<file path="src/rtl/store_merge_unit.sv">
// Store path to a word-wide data memory without byte enables: SW writes the word directly,
// while SB/SH read the aligned word, merge the rt lane(s) and write the word back.
module store_merge_unit #(
    parameter int DATA_BITS = 32,
    parameter int ADDR_BITS = 32
) (
    input  logic                 clk,
    input  logic                 rst,
    input  logic                 start,
    input  logic [1:0]           StoreWord,
    input  logic [ADDR_BITS-1:0] addr,
    input  logic [DATA_BITS-1:0] wdata,
    output logic [ADDR_BITS-1:0] mem_addr,
    output logic                 mem_rd_en,
    input  logic [DATA_BITS-1:0] mem_rdata,
    output logic                 mem_wr_en,
    output logic [DATA_BITS-1:0] mem_wdata,
    input  logic                 mem_ack,
    output logic                 busy,
    output logic                 done,
    output logic                 misalign
);
    // state | meaning
    // IDLE  | waiting for start
    // RD    | reading the aligned word for a byte/half merge
    // WR    | writing the (merged) word
    // DONE  | one-cycle completion pulse, misalign flags a fault
    typedef enum logic [1:0] {IDLE, RD, WR, DONE} state_t;

    localparam logic [1:0] SZ_WORD = 2'd0;
    localparam logic [1:0] SZ_BYTE = 2'd1;
    localparam logic [1:0] SZ_HALF = 2'd2;

    state_t               state;
    logic [1:0]           size_q;
    logic [1:0]           lane_q;
    logic [DATA_BITS-1:0] wdata_q;
    logic [DATA_BITS-1:0] merged;

    always_comb begin
        merged = mem_rdata;
        case (size_q)
            SZ_BYTE: begin
                case (lane_q)
                    2'd0: merged[7:0]   = wdata_q[7:0];
                    2'd1: merged[15:8]  = wdata_q[7:0];
                    2'd2: merged[23:16] = wdata_q[7:0];
                    default: merged[31:24] = wdata_q[7:0];
                endcase
            end
            SZ_HALF: begin
                if (lane_q[1])
                    merged[31:16] = wdata_q[15:0];
                else
                    merged[15:0] = wdata_q[15:0];
            end
            default: merged = wdata_q;
        endcase
    end

    always_ff @(posedge clk or posedge rst) begin
        if (rst) begin
            state     <= IDLE;
            size_q    <= '0;
            lane_q    <= '0;
            wdata_q   <= '0;
            mem_addr  <= '0;
            mem_wdata <= '0;
            mem_rd_en <= 1'b0;
            mem_wr_en <= 1'b0;
            busy      <= 1'b0;
            done      <= 1'b0;
            misalign  <= 1'b0;
        end else begin
            done     <= 1'b0;
            misalign <= 1'b0;
            case (state)
                IDLE: begin
                    if (start) begin
                        mem_addr <= {addr[ADDR_BITS-1:2], 2'b00};
                        lane_q   <= addr[1:0];
                        size_q   <= StoreWord;
                        wdata_q  <= wdata;
                        busy     <= 1'b1;
                        case (StoreWord)
                            SZ_WORD: begin
                                if (addr[1:0] == 2'b00) begin
                                    state     <= WR;
                                    mem_wr_en <= 1'b1;
                                    mem_wdata <= wdata;
                                end else begin
                                    state    <= DONE;
                                    done     <= 1'b1;
                                    misalign <= 1'b1;
                                end
                            end
                            SZ_BYTE: begin
                                state     <= RD;
                                mem_rd_en <= 1'b1;
                            end
                            SZ_HALF: begin
                                if (!addr[0]) begin
                                    state     <= RD;
                                    mem_rd_en <= 1'b1;
                                end else begin
                                    state    <= DONE;
                                    done     <= 1'b1;
                                    misalign <= 1'b1;
                                end
                            end
                            default: begin
                                // undefined size: complete without touching memory
                                state <= DONE;
                                done  <= 1'b1;
                            end
                        endcase
                    end
                end
                RD: begin
                    if (mem_ack) begin
                        mem_wdata <= merged;
                        mem_rd_en <= 1'b0;
                        mem_wr_en <= 1'b1;
                        state     <= WR;
                    end
                end
                WR: begin
                    if (mem_ack) begin
                        mem_wr_en <= 1'b0;
                        done      <= 1'b1;
                        state     <= DONE;
                    end
                end
                default: begin
                    busy  <= 1'b0;
                    state <= IDLE;
                end
            endcase
        end
    end
endmodule
</file>
<file path="config.mk">
export PLATFORM = sky130hd
export DESIGN_NAME = store_merge_unit
export DESIGN_NICKNAME = d
export VERILOG_FILES = /design/src/rtl/store_merge_unit.sv
export SDC_FILE = /design/constraint.sdc
export NUM_CORES = 1
export LEC_CHECK = 0
export ABC_CLOCK_PERIOD_IN_PS = 6750
export CAP_MARGIN = 25
export CORE_ASPECT_RATIO = 0.7
export CORE_MARGIN = 2
export CORE_UTILIZATION = 50
export DETAILED_ROUTE_END_ITERATION = 10
export GPL_ROUTABILITY_DRIVEN = 0
export PLACE_DENSITY = 0.86
export SYNTH_ARGS = -nofsm -noshare
export SYNTH_HDL_FRONTEND = slang
export SYNTH_SLANG_ARGS = --single-unit
</file>
<file path="constraint.sdc">
create_clock -name clk -period 6.75 [get_ports clk]
set_input_delay 1.35 -clock clk [delete_from_list [all_inputs] [get_ports clk]]
set_output_delay 1.35 -clock clk [all_outputs]
set_load 0.01 [all_outputs]
</file>
==> run summary <==
Status - complete, no violations
VDD IR max - 0.0002520 V
Longest Clk Path Bufs - 2
Max Cap Violations - 0
Htree depth - 3
Via total after detailed routing - 4447
WS Path Type - in -> reg
Initial core utilization - 51.41%
Via density - 5.709
Top area cells in the synthesized netlist - dfrtp_1, mux2_1, mux2_2
RSZ-0062 raised after global routing - false
Critical path depth - 8
WL final - 14680 um
Core box area - 10320 um2
Met3 wire length - 1628 um
Root Buffer - clkbuf_16
Cell count after synthesis - 491
Clock-pin slew on the worst setup and hold paths - 0.07 ns
Max-slew violation count - 0
Slowest stage delay, CP - 0.55 ns
Ports - 171
Minimum clock period - 3.681 ns
Crit. End Element - flop
Average cell area after synthesis - 10.80 um2
Share of layout cells above drive strength 1 - 8.192%
Reg2Reg Capture Point - mem_wdata[16]
Yosys top cell area share - 49.54%
Nets - 754
Synthesis-stage register bit count - 105
Congestion Overflow GR - 0
Worst Tran Pin Value - 0.9690 ns
WL/cell - 18.84 um
Sequential area share after synthesis - 49.54%
Main synth FF type - dfrtp_1
Die area - 11460 um2
Worst reg2reg path depth - 7
CTS tree - yes
YS warnings - 0
Util after Layout - 71.31%
Final setup fails - 0
Fin crit share - 54.53%
Cell taking the most area after synthesis - dfrtp_1
Worst-path cell with the longest stage delay - o211ai_4
Number of DRC violations after detailed-routing iteration 0 - 381
Die Span Y - 90.17 um
Vias in the first global route - 4601
Worst EP required - 6.96 ns
Met2 WL post-DR - 6489 um
Metal-1 WL - 6308 um
Hold Buf Count CTS - 0
HPWL Detailed - 10420 um
Total CTS buffers - 9
Data arrival, critical path - 3.89 ns
Crit Reg-Reg Startpoint - state[1]
Post-route setup TNS - 0 ns
Post-CTS Setup Bufs - 0
CP Max Fanout - 40
Startpoint types - input pin
Type of the worst min-delay path - reg -> reg
Skew final - 0.004194 ns
Max Fclk - 271.7 MHz
Worst path bufs/invs - 3
Post-Syn Area - 5304 um2
Delay-heaviest family, CP - buffers and inverters
Async S/R FF share, synth - 100.0%
Clk_lat worst skew - 0.34 ns
First-pass GRT wire length - 23710 um
Worst Setup SP - StoreWord[1]
PortBufs - 168
Largest net degree at the start of global routing - 76
CP endpoint - mem_wdata[16]
Routed Antenna Nets - 0
Power density cells - 490.4 nW/um2
Slew HR - 35.40%
DIE WIDTH - 127.1 um
Drt drc - 0
Distinct cells, synth - 35
Sink Count - 105
EDFF count, synth - 0
Num rows - 31
# diodes - 0
Post-cts sizing count - 0
Final hold vios - 0
P&R area growth vs syn - 38.71%
DR top layer - met4
Initial antenna violation count - 0
Worst-path cell chain - clkdlybuf4s50_1 -> inv_1 -> ha_1 -> nor3b_2 -> o211ai_4 -> buf_4 -> mux2i_1 -> o31ai_1
Reg2reg setup slack - 3.55 ns
Leakage power - 3.113 nW
Router iterations before antenna repair - 4
Total GRT Usage - 26.30%
worst register-to-register path: cells and delay by family (launching register included):
family	cells	cell delay, ns
flops	1	0.41
compound gates	2	0.40
mux	2	0.73
buf+inv	2	0.69
fa+ha+maj	1	0.85
cell usage after synthesis, types with 16 or more instances:
| master | count |
|---|---|
| mux2i_1 | 25 |
| o21ai_0 | 26 |
| dfrtp_1 | 105 |
| nor2b_1 | 18 |
| nand2_1 | 35 |
| buf_2 | 16 |
| a211oi_1 | 16 |
| o31ai_1 | 26 |
| mux2_1 | 38 |
| mux2_2 | 28 |
| inv_1 | 25 |
| nor2_1 | 38 |
power by group:
group | internal, mW | leakage, nW | switching, mW
Combinational | 0.905 | 1.70 | 0.962
Sequential | 0.952 | 1.26 | 0.227
Clock | 0.336 | 0.153 | 0.226
layout by cell type, fill, tap and decap left out, types with 2 or more instances in the layout:
cell,netlist,final
a221oi_1,8,8
inv_1,25,24
buf_4,3,3
mux2_2,28,28
ha_1,10,9
bufinv_16,0,2
nor2b_1,18,18
a21oi_1,15,15
o21ai_0,26,26
clkbuf_16,0,9
nor2_1,38,38
mux2i_1,25,25
nand2_1,35,35
dfrtp_1,105,105
mux2_1,38,38
clkdlybuf4s50_1,0,168
a22o_1,8,8
clkbuf_1,9,2
conb_1,1,2
o21ai_1,15,15
o31ai_1,26,26
nand2b_1,2,2
inv_2,2,2
o2111ai_1,8,8
a211oi_1,16,16
kinds of logic after synthesis:
group                      count (synthesis)  synth area share, %
AOI/OAI and AO/OA                        127                16.14
adders and majority gates                 10                2.359
buffers and inverters                     60                4.978
DFF                                      105                49.54
muxes                                     91                18.73
other                                      1              0.07070
and+or+nand+nor                           97                8.186
state kept, by name, summed over array words and instances, names as in the netlist:
signal / count
lane_q: 2
done: 1
misalign: 1
state: 2
wdata_q: 32
mem_wr_en: 1
size_q: 2
mem_rd_en: 1
mem_addr: 30
mem_wdata: 32
busy: 1
final cells by class:
cell class                 count  area, um2
inverter                      28      107.6
fill                         728       2960
sequential                   105       2628
clock inverter                 4      76.32
tap                          132      165.2
clock buffer                  12      246.5
multi-input combinational    327       2430
timing repair buffer         171       1704
how the worst min path moves through the flow:
stage | from | to | slack [ns] | cells past startpoint
after floorplan | wdata_q[30] | wdata_q[30] | 0.46 | 1
after global placement | mem_wdata[0] | mem_wdata[0] | 0.46 | 2
after detailed placement | mem_addr[12] | mem_addr[12] | 0.48 | 1
after CTS | mem_addr[26] | mem_addr[26] | 0.49 | 1
after global routing | mem_rd_en | mem_rd_en | 0.50 | 1
final | mem_addr[26] | mem_addr[26] | 0.48 | 1
per-layer routing:
metal  GRT usage [%]  up-vias
met4           7.784        0
met1           35.05     2160
met5               0        -
li1                -     2043
met3           10.06       24
met2           40.19      220
through the flow:
step                setup slack, ns  area [um2]  cells  hold WS (ns)  power, mW
CTS                           3.104        7357    779        0.4902      3.619
global route                  2.951        7357    779        0.4991      3.856
floorplan                     2.639        5308    492        0.4588      2.273
detailed placement            2.738        7034    763        0.4777      3.041
finish                        3.069        7357    779        0.4836      3.608
global placement              2.887        7034    763        0.4623      2.950
(Power assumes the default switching activity.)
